[src/rtl/rgb_pwm_cmd.sv]
// UART-commanded three-channel 8-bit PWM with per-channel shadow/active duty and one-byte ack.
// Optional macro RGB_PWM_GAMMA_EN applies a square-law curve to the comparator threshold.
module rgb_pwm_cmd #(
    parameter int unsigned PRESCALE     = 47,
    parameter logic [7:0]  DEFAULT_DUTY = 8'h00
) (
    input  logic       clk,
    input  logic       reset,
    input  logic       rx_valid,
    input  logic [7:0] rx_data,
    input  logic       tx_busy,
    output logic       ack_valid,
    output logic [7:0] ack_data,
    output logic       pwm_g,
    output logic       pwm_b,
    output logic       pwm_r,
    output logic [7:0] duty_r,
    output logic [7:0] duty_g,
    output logic [7:0] duty_b
);

    localparam int unsigned PRE_W   = 16;
    localparam logic [7:0]  CH_R    = 8'h52;
    localparam logic [7:0]  CH_G    = 8'h47;
    localparam logic [7:0]  CH_B    = 8'h42;
    localparam logic [7:0]  ASC_CR  = 8'h0D;
    localparam logic [7:0]  ASC_LF  = 8'h0A;
    localparam logic [7:0]  ACK_OK  = 8'h4B;
    localparam logic [7:0]  ACK_ERR = 8'h3F;

    typedef enum logic [1:0] {S_IDLE, S_HI, S_LO, S_CR} state_t;

    state_t           state, state_nx;
    logic [1:0]       chan;
    logic [3:0]       hi_nib, lo_nib;
    logic [PRE_W-1:0] presc;
    logic [7:0]       pwm_cnt;
    logic [7:0]       act_r, act_g, act_b;

    logic       is_hex_c, is_chan_c, commit_c, error_c, tick_c;
    logic [3:0] hex_val_c;
    logic [1:0] chan_c;

    function automatic logic [7:0] shape(input logic [7:0] a);
`ifdef RGB_PWM_GAMMA_EN
        return 8'((16'(a) * 16'(a)) >> 8);
`else
        return a;
`endif
    endfunction

    // Byte classification: hex digit value and channel index
    always_comb begin
        is_hex_c  = 1'b0;
        hex_val_c = 4'd0;
        is_chan_c = 1'b0;
        chan_c    = 2'd0;
        if (rx_data >= 8'h30 && rx_data <= 8'h39) begin
            is_hex_c  = 1'b1;
            hex_val_c = 4'(rx_data - 8'h30);
        end else if (rx_data >= 8'h41 && rx_data <= 8'h46) begin
            is_hex_c  = 1'b1;
            hex_val_c = 4'(rx_data - 8'h37);
        end else if (rx_data >= 8'h61 && rx_data <= 8'h66) begin
            is_hex_c  = 1'b1;
            hex_val_c = 4'(rx_data - 8'h57);
        end
        case (rx_data)
            CH_R:    begin is_chan_c = 1'b1; chan_c = 2'd0; end
            CH_G:    begin is_chan_c = 1'b1; chan_c = 2'd1; end
            CH_B:    begin is_chan_c = 1'b1; chan_c = 2'd2; end
            default: ;
        endcase
    end

    always_ff @(posedge clk or posedge reset) begin
        if (reset) state <= S_IDLE;
        else       state <= state_nx;
    end

    // Command parser next-state and commit/error strobes
    always_comb begin
        state_nx = state;
        commit_c = 1'b0;
        error_c  = 1'b0;
        if (rx_valid) begin
            case (state)
                S_IDLE: begin
                    if (is_chan_c)                                state_nx = S_HI;
                    else if (rx_data != ASC_CR && rx_data != ASC_LF) error_c = 1'b1;
                end
                S_HI: begin
                    if (is_hex_c) state_nx = S_LO;
                    else begin error_c = 1'b1; state_nx = S_IDLE; end
                end
                S_LO: begin
                    if (is_hex_c) state_nx = S_CR;
                    else begin error_c = 1'b1; state_nx = S_IDLE; end
                end
                S_CR: begin
                    state_nx = S_IDLE;
                    if (rx_data == ASC_CR) commit_c = 1'b1;
                    else                   error_c  = 1'b1;
                end
                default: state_nx = S_IDLE;
            endcase
        end
    end

    // Command fields and shadow duty registers
    always_ff @(posedge clk or posedge reset) begin
        if (reset) begin
            chan   <= 2'd0;
            hi_nib <= 4'd0;
            lo_nib <= 4'd0;
            duty_r <= DEFAULT_DUTY;
            duty_g <= DEFAULT_DUTY;
            duty_b <= DEFAULT_DUTY;
        end else begin
            if (rx_valid && state == S_IDLE && is_chan_c) chan   <= chan_c;
            if (rx_valid && state == S_HI && is_hex_c)    hi_nib <= hex_val_c;
            if (rx_valid && state == S_LO && is_hex_c)    lo_nib <= hex_val_c;
            if (commit_c) begin
                case (chan)
                    2'd0:    duty_r <= {hi_nib, lo_nib};
                    2'd1:    duty_g <= {hi_nib, lo_nib};
                    2'd2:    duty_b <= {hi_nib, lo_nib};
                    default: ;
                endcase
            end
        end
    end

    // Single-entry ack holder; responses arriving while one is pending are dropped
    always_ff @(posedge clk or posedge reset) begin
        if (reset) begin
            ack_valid <= 1'b0;
            ack_data  <= 8'h00;
        end else if (ack_valid) begin
            if (!tx_busy) ack_valid <= 1'b0;
        end else if (commit_c || error_c) begin
            ack_valid <= 1'b1;
            ack_data  <= commit_c ? ACK_OK : ACK_ERR;
        end
    end

    assign tick_c = (presc == PRE_W'(PRESCALE - 1));

    // Timebase, period-boundary duty transfer and registered comparators
    always_ff @(posedge clk or posedge reset) begin
        if (reset) begin
            presc   <= '0;
            pwm_cnt <= 8'd0;
            act_r   <= DEFAULT_DUTY;
            act_g   <= DEFAULT_DUTY;
            act_b   <= DEFAULT_DUTY;
            pwm_r   <= 1'b0;
            pwm_g   <= 1'b0;
            pwm_b   <= 1'b0;
        end else begin
            presc <= tick_c ? '0 : presc + 1'b1;
            if (tick_c) begin
                pwm_cnt <= pwm_cnt + 8'd1;
                if (pwm_cnt == 8'hFF) begin
                    act_r <= duty_r;
                    act_g <= duty_g;
                    act_b <= duty_b;
                end
            end
            pwm_r <= (pwm_cnt < shape(act_r));
            pwm_g <= (pwm_cnt < shape(act_g));
            pwm_b <= (pwm_cnt < shape(act_b));
        end
    end

endmodule

[config.mk]
export PLATFORM = sky130hd
export DESIGN_NAME = rgb_pwm_cmd
export DESIGN_NICKNAME = d
export VERILOG_FILES = /design/src/rtl/rgb_pwm_cmd.sv
export SDC_FILE = /design/constraint.sdc
export NUM_CORES = 1
export LEC_CHECK = 0
export CORE_ASPECT_RATIO = 1.1
export CORE_MARGIN = 2
export CORE_UTILIZATION = 50
export CTS_CLUSTER_SIZE = 20
export DETAILED_ROUTE_END_ITERATION = 10
export PLACE_DENSITY = 0.72
export SLEW_MARGIN = 25
export SYNTH_ARGS = -nofsm -noshare
export SYNTH_HDL_FRONTEND = slang
export SYNTH_SLANG_ARGS = --single-unit
[constraint.sdc]
create_clock -name clk -period 5.4 [get_ports clk]
set_input_delay 1.08 -clock clk [delete_from_list [all_inputs] [get_ports clk]]
set_output_delay 1.08 -clock clk [all_outputs]
set_load 0.01 [all_outputs]
* After elaboration in Yosys (flattened, before gate mapping) *
Index checks and enable logic that the tools add are counted.

operators by class
  add/subtract/negate cells = 5
  magnitude comparators = 9
  eq/ne operators = 14
  multiplexer cells = 26
  bitwise gates (word level) = 1
  reductions and logical operators = 21

operators by type and width
  cell                                                             number
  equality test 8 x 7 -> 1 bit (second input constant)             3
  less-than comparator 8 bit                                       3
  adder 16 x 1 -> 16 bit (second input constant)                   1
  equality test 16 x 6 -> 1 bit (second input constant)            1
  >= comparator 8 x 7 -> 1 bit (second input constant)             2
  less-or-equal comparator 8 x 7 -> 1 bit (second input constant)  2
  2-to-1 mux 16 bit                                                1
  != test 8 x 4 -> 1 bit (second input constant)                   2
  2-to-1 mux 1 bit                                                 15
  2-to-1 mux 4 bit                                                 3
  AND reduction 2 bit                                              6
  logical AND 1 bit                                                10
  adder 8 x 1 -> 8 bit (second input constant)                     1
  equality test 8 x 4 -> 1 bit (second input constant)             1
  equality test 8 bit (second input constant)                      1
  >= comparator 8 x 6 -> 1 bit (second input constant)             1
  less-or-equal comparator 8 x 6 -> 1 bit (second input constant)  1
  case mux 2 bit (4 select lines)                                  1
  subtractor 4 x 3 -> 4 bit (second input constant)                2
  2-to-1 mux 7 bit                                                 1
  equality test 2 bit (second input constant)                      3
  2-to-1 mux 2 bit                                                 3
  equality test 2 x 1 -> 1 bit (second input constant)             2
  zero test 2 bit                                                  2
  other kinds (8)                                                  8

word-level totals
  register bits after elaboration = 96
  bits of input ports = 12
  word-level logic and storage cells = 93

* Logic depth before layout (Yosys ltp) *
Gate-level depths: netlist of run 1.

  depth in word-level cells = 11
  gate-level depth with buffers = 9

* Worst setup path before layout of run 1 *
Ideal clock, no wire load.

  path type = input to register
  start = input port rx_data[1]
  end = register duty_b[0]
  library setup time = 125 ps
  arrival = 2562 ps
  data required time = 5275 ps
  path slack = 2713 ps
  cell stages on the path = 6
  buffers on the path = 0
  cell sequence = inv_1 ha_1 and4b_1 nand4_1 nor3b_2 mux2_2

on the way
  word-level cells in the longest chain between the ends = 5

ends and longest elaborated chain
  what                           RTL line  source
  start, declared                10        input logic [7:0] rx_data,
  equality test 8 x 4 -> 1 bit   102       if (rx_data == ASC_CR) commit_c = 1'b1;
  2-to-1 mux 1 bit               102
  2-to-1 mux 1 bit               87        case (state)
  2-to-1 mux 1 bit               86        if (rx_valid) begin
  AND reduction 2 bit (no line)  -
  end signal, assigned           127       2'd2: duty_b <= {hi_nib, lo_nib};
  end, declared                  19        output logic [7:0] duty_b

No other way between the ends.
A chain may end at the register's enable or synchronous reset.

* Worst setup path after layout of run 1 *
  start = input port rx_data[0]
  end = register duty_b[2]

The elaborated chain is that of the path after synthesis.

==> flow_metrics.env, run 1 <==
export IMPL_port_buffers=46
export IMPL_htreeDepth=3
export IMPL_grt_pass1_vias=3062
export IMPL_tns_ns=0
export IMPL_die_y_um=104.1
export IMPL_avgSynthCellArea_um2=11.67
export IMPL_setup_violations_final=0
export IMPL_cts_buffer_depth=2
export IMPL_critPathSlowestCell="clkdlybuf4s50_1"
export IMPL_grt_overflow=0
export IMPL_clk_latency_ns=0.36
export IMPL_power_frac_seq_pct=49.5
export IMPL_worstPathArrival_ns=3.49
export IMPL_p_switching_w=0.0003995
export IMPL_fillers=719
export IMPL_core_area_um2=8874
export IMPL_start_util_pct=51.30
export IMPL_fp_dieW_um=94.98
export IMPL_cts_hold_buf=0
export IMPL_vias=3052
export IMPL_syn_inst=390
export IMPL_crit_path_end_kind="register"
export IMPL_gp_congestion=0.8886
export IMPL_drive_gt1_share_pct=12.90
export IMPL_synth_edf_count=0
export IMPL_syn2layout_area_growth_pct=17.21
export IMPL_ys_seq_elements=91
export IMPL_rsz0062_at_grt="no"
export IMPL_critPathLaunchType="primary input"
export IMPL_max_cap_viol_count=0
export IMPL_final_period_utilization_pct=59.98
export IMPL_seq_area_frac_synth_pct=50.03
export IMPL_vdd_ir_drop_max_uv=145.4
export IMPL_path_cells="clkdlybuf4s50_1 -> ha_1 -> and4b_1 -> nand4_1 -> nor3b_2 -> mux2_2"
export IMPL_path_clk_slew_ns=0.09
export IMPL_num_rows=36
export IMPL_synth_fp_nets=434
export IMPL_dp_final_hpwl_um=6546
export IMPL_synthesis_area_um2=4552
export IMPL_grt_max_degree=56
export IMPL_antenna_cells=0
export IMPL_multi_input_area_um2=2057
export IMPL_fin_skew_ns=0.008086
export IMPL_drtIter0Drc=107
export IMPL_antenna_found_initial=0
export IMPL_timing_fmax_mhz=308.8
export IMPL_pin_count=48
export IMPL_ys_warn_count=0
export IMPL_leakage_nw=2.465
export IMPL_slew_headroom_pct=36.06
export IMPL_power_density_nw_per_um2=292.3
export IMPL_final_nets=481
export IMPL_wirelength_um=8861
export IMPL_fin_crit_ns=3.239
export IMPL_synthDominantCellAreaShare_pct=50.03
export IMPL_tritoncts="built"
export IMPL_synthTopCellsByArea="dfrtp_1 50%, ha_1 8.8%, mux2_2 7.4%, mux2_1 4.9%, inv_1 3.1%"
export IMPL_placed_cells=540
export IMPL_postCtsSetupBuffers=0
export IMPL_cts_made_buffers=9
export IMPL_wl_per_cell_um=15.94
export IMPL_worst_slew_pin_slew_ns=0.9442
export IMPL_die_area_um2=9884
export IMPL_seq_area_um2=2277
export IMPL_p_clk_share_pct=36.0
export IMPL_path_buf_inv=1
export IMPL_root_buffer="clkbuf_8"
export IMPL_cts_sinks=91
export IMPL_cp_top_family="simple AND/OR/NAND/NOR gates"
export IMPL_finalWorstSetupSlack_ns=2.161
export IMPL_drc=0
export IMPL_via_per_inst=5.489
export IMPL_slew_viol_final=0
export IMPL_grt_pass1_wl_um=15080
export IMPL_synth_cell_type_count=54
export IMPL_combPwrFrac_pct=14.5
export IMPL_first_pass_iters=4
export IMPL_yosys_area_top_type="dfrtp_1"
export IMPL_swShare_pct=25.62
export IMPL_hold_path_class="register to register"
export IMPL_dp_slack_ns=1.825
export IMPL_cts_resized=0
export IMPL_status="completed"
export IMPL_ant_nets=0
export IMPL_fin_cells=556
export IMPL_yosys_most_used_dff="dfrtp_1"
export IMPL_p_int_w=0.001160
export IMPL_path_class="primary input to register"
export IMPL_grt_total_usage_pct=19.70
export IMPL_cp_slowest_stage_delay_ns=0.62
export IMPL_cp_max_fo=8
export IMPL_ys_async_sr_fraction_pct=100.0
export IMPL_hold_viol=0
export IMPL_cp_required_ns=5.65
-- flip-flops by register name, summed over array words and instances (netlist names), 8 cells and up --
| signal | flops |
|---|---|
| presc | 16 |
| act_b | 8 |
| act_g | 8 |
| act_r | 8 |
| duty_b | 8 |
| duty_g | 8 |
| duty_r | 8 |
| pwm_cnt | 8 |
-- cell families after synthesis --
| family | Yosys count | synth area share (%) |
|---|---|---|
| AOI/OAI and AO/OA | 56 | 8.687 |
| and+or+nand+nor | 89 | 10.75 |
| buffers and inverters | 48 | 4.810 |
| DFF | 91 | 50.03 |
| adders and majority gates | 32 | 8.796 |
| other | 1 | 0.08238 |
| muxes | 52 | 12.81 |
| xor gates and xnor gates | 21 | 4.041 |
-- cell usage after synthesis, types with 2 or more instances --
library cell	number
a2111oi_0	3
a21oi_1	9
a2bb2oi_1	3
a31o_2	3
a31oi_1	4
and2_1	3
and3_1	4
and4_1	4
buf_4	6
buf_6	2
clkbuf_1	2
dfrtp_1	91
ha_1	32
inv_1	37
mux2_1	20
mux2_2	30
mux2i_1	2
nand2_1	22
nand2b_1	4
nand3_1	7
nand4_1	6
nor2_1	17
nor2b_1	7
nor3_1	3
nor4b_1	3
o21a_1	3
o21ai_0	13
o22a_1	3
o32a_1	2
or3_1	2
xnor2_1	14
xor2_1	7
-- routing by layer --
metal	vias to the layer above	track usage, %	part of all wire, %
li1	1463	-	-
met1	1531	24.88	45
met2	44	33.18	51
met3	14	4.565	2.6
met4	0	6.315	1.9
met5	-	0	0
-- cells in the final DEF (no fill, tap or decap), types with 2 or more instances in the layout --
master,netlist,layout
dfrtp_1,91,91
clkdlybuf4s50_1,0,46
inv_1,37,36
ha_1,32,32
mux2_2,30,30
nand2_1,22,22
mux2_1,20,20
nor2_1,17,17
xnor2_1,14,14
o21ai_0,13,13
clkbuf_8,0,10
a21oi_1,9,9
nand3_1,7,7
nor2b_1,7,7
xor2_1,7,7
nand4_1,6,6
nand2b_1,4,4
a31oi_1,4,4
and4_1,4,4
nor3_1,3,3
nor4b_1,3,3
and2_1,3,3
and3_1,4,3
a2111oi_0,3,3
o21a_1,3,3
a31o_2,3,3
a2bb2oi_1,3,3
o22a_1,3,3
bufinv_16,0,3
mux2i_1,2,2
o32a_1,2,2
or3_1,2,2
-- worst reg2reg max path, cell delays in order (launching register included) --
cell and delay (ns):
dfrtp_1 0.46, inv_1 0.09, ha_1 0.13, nor4b_1 0.24
and4_1 0.52, and4_1 0.29, and3_2 0.57, mux2_2 0.41
-- power by group through the flow --
stage,clock network (W),registers [W],logic [W]
final,0.000561,0.000771,0.000227
after global routing,0.000602,0.000780,0.000248
after global placement,0,0.000784,0.000221
after CTS,0.000571,0.000772,0.000228
after detailed placement,0,0.000784,0.000228
after floorplan,0,0.000775,0.000144
-- final timing paths --
path | from | end | slack (ns) | depth (start not counted)
max | rx_data[0] | duty_b[2] | 2.16 | 6
min | presc[15] | presc[15] | 0.47 | 1
max reg2reg | presc[0] | act_r[4] | 2.58 | 7
min reg2reg | presc[15] | presc[15] | 0.47 | 1
max in group asynchronous | reset | pwm_b | 3.31 | 3
min in group asynchronous | reset | presc[13] | 1.16 | 2
-- cell type report --
type | instances | area share (%)
clock buffers | 10 | 2.580
repair buffers | 47 | 8.771
flip-flops and latches | 91 | 42.68
well taps | 114 | 2.674
multi-input cells | 251 | 38.56
inverters | 37 | 2.650
clock inverters | 6 | 2.087
-- metrics by stage --
stage | total power [W] | utilization (%) | hold WS [ns] | cell area (um^2)
global placement | 0.001005 | 57.29 | 0.4617 | 5084
finish | 0.001560 | 60.12 | 0.4742 | 5335
floorplan | 0.0009194 | - | 0.4463 | 4552
global route | 0.001630 | 60.12 | 0.4930 | 5335
CTS | 0.001571 | 60.11 | 0.4805 | 5334
detailed placement | 0.001012 | 57.30 | 0.4636 | 5085
Power figures use the tool's default switching activity.
==> inputs of run 2 (changes only) <==
PLACE_DENSITY = 0.75   (was 0.72)
clock period = 2.9 ns   (was 5.4 ns; I/O delays follow)
==> flow_metrics.env, run 2 (same netlist as run 1, synthesis figures left out) <==
export IMPL_postCtsSetupBuffers=0
export IMPL_rsz0062_at_grt="no"
export IMPL_setup_violations_final=0
export IMPL_drive_gt1_share_pct=14.41
export IMPL_power_density_nw_per_um2=513.1
export IMPL_die_area_um2=9884
export IMPL_worstPathArrival_ns=2.64
export IMPL_slew_headroom_pct=57.44
export IMPL_seq_area_um2=2277
export IMPL_cts_buffer_depth=2
export IMPL_r2r_end="act_r[4]"
export IMPL_grt_pass1_vias=3237
export IMPL_top_register="presc"
export IMPL_tritoncts="built"
export IMPL_antenna_found_initial=0
export IMPL_die_y_um=104.1
export IMPL_clk_latency_ns=0.36
export IMPL_rrSetupSlack_ns=0.50
export IMPL_htreeDepth=3
export IMPL_finalPower_w=0.002758
export IMPL_leakage_nw=2.493
export IMPL_port_buffers=46
export IMPL_hold_viol=0
export IMPL_crit_path_end_kind="register"
export IMPL_dp_slack_ns=0.1229
export IMPL_wirelength_um=8801
export IMPL_status="completed"
export IMPL_fillers=712
export IMPL_cp_slowest_stage_delay_ns=0.50
export IMPL_layout_common_cells="91 x dfrtp_1, 46 x clkdlybuf4s50_1, 36 x inv_1"
export IMPL_dp_final_hpwl_um=6632
export IMPL_path_cells="clkdlybuf4s50_1 -> inv_1 -> ha_1 -> o21bai_1 -> a2111o_1 -> and2_1 -> a31oi_2 -> a21oi_1"
export IMPL_reg2regPathDepth=8
export IMPL_final_period_utilization_pct=82.89
export IMPL_path_clk_slew_ns=0.09
export IMPL_final_nets=490
export IMPL_largest_reg_flops=16
export IMPL_first_pass_iters=4
export IMPL_critPathLaunchType="primary input"
export IMPL_start_util_pct=51.30
export IMPL_grt_max_degree=66
export IMPL_finalWorstSetupSlack_ns=0.4961
export IMPL_via_per_inst=5.462
export IMPL_vdd_ir_drop_max_uv=425.3
export IMPL_antenna_cells=0
export IMPL_root_buffer="clkbuf_8"
export IMPL_ant_nets=0
export IMPL_grt_total_usage_pct=19.87
export IMPL_cp_required_ns=3.14
export IMPL_pin_count=48
export IMPL_wl_per_cell_um=15.58
export IMPL_cp_max_fo=6
export IMPL_reg2reg_from="presc[0]"
export IMPL_drtIter0Drc=93
export IMPL_gp_congestion=0.9409
export IMPL_fin_crit_ns=2.404
export IMPL_grt_overflow=0
export IMPL_tns_ns=0
export IMPL_fp_dieW_um=94.98
export IMPL_utilization_pct=60.58
export IMPL_syn2layout_area_growth_pct=18.09
export IMPL_cts_resized=0
export IMPL_num_rows=36
export IMPL_min_to="presc[15]"
export IMPL_final_common_cell="dfrtp_1"
export IMPL_cts_sinks=91
export IMPL_path_class="primary input to register"
export IMPL_max_cap_viol_count=0
export IMPL_cts_hold_buf=0
export IMPL_hold_start="presc[15]"
export IMPL_cts_made_buffers=9
export IMPL_critPathSlowestCell="a2111o_1"
export IMPL_slew_viol_final=0
export IMPL_fin_skew_ns=0.006349
export IMPL_drc=0
export IMPL_vias=3086
export IMPL_hold_path_class="register to register"
export IMPL_min_path_cells=1
export IMPL_core_area_um2=8874
export IMPL_worst_slew_pin_slew_ns=0.6223
export IMPL_timing_fmax_mhz=416.0
export IMPL_grt_pass1_wl_um=15250
export IMPL_multi_input_area_um2=2056
==> run 2: cell count changes in the layout (fill, tap and decap cells not counted) <==
cell / change
buf_4: +8
clkinv_4: +3
bufinv_16: -2
and3_1: +1
and3_2: -1
buf_12: +1
clkbuf_8: -1
clkinv_2: -1
inv_4: -1
inv_6: +1
inv_8: +1
==> run 2: power by group <==
| part | leakage (nW) | total (W) | internal [W] | switching, W |
|---|---|---|---|---|
| sequential | 1.24 | 0.00144 | 0.00134 | 0.0000922 |
| combinational | 1.14 | 0.000426 | 0.000225 | 0.000202 |
| clock | 0.106 | 0.000896 | 0.000415 | 0.000481 |
==> run 2: final cells by class <==
cell class                      instances  share of cell area, %
Clock inverter                          7                  1.583
Sequential cell                        91                  42.36
Clock buffer                            9                  2.304
Inverter                               37                  2.654
Timing Repair Buffer                   56                  10.20
Multi-Input combinational cell        251                  38.24
Tap cell                              114                  2.654
==> run 2: routing by layer <==
metal	routed length (um)	track usage [%]
met1	3828	24.96
met2	4478	32.78
met3	245	4.493
met4	249	8.282
met5	0	0
==> run 2: worst max-delay path by stage <==
stage                           from          end  slack [ns]  depth (start not counted)
after global placement    rx_data[1]    duty_b[6]        0.21                          8
after CTS                   presc[0]     act_b[0]        0.51                          8
final                     rx_data[1]  ack_data[5]        0.50                          8
after global routing        presc[0]     act_b[0]        0.31                          8
after detailed placement  rx_data[1]  ack_data[5]        0.12                          8
after floorplan           rx_data[1]    duty_b[0]        0.71                          6
==> run 2: through the flow <==
stage / hold slack (ns) / cell area (um^2) / std cells
2_1_floorplan: 0.4463 / 4556 / 390
3_3_place_gp: 0.4646 / 5166 / 549
3_5_place_dp: 0.4647 / 5166 / 549
4_1_cts: 0.4820 / 5375 / 565
5_1_grt: 0.4892 / 5375 / 565
6_report: 0.4827 / 5375 / 565
==> run 2: critical path, delay by kind of cell <==
kind | cells | cell delay, ns
and+or+nand+nor | 1 | 0.24
adders and majority gates | 1 | 0.21
AOI/OAI and AO/OA | 4 | 0.98
buffers and inverters | 2 | 0.61
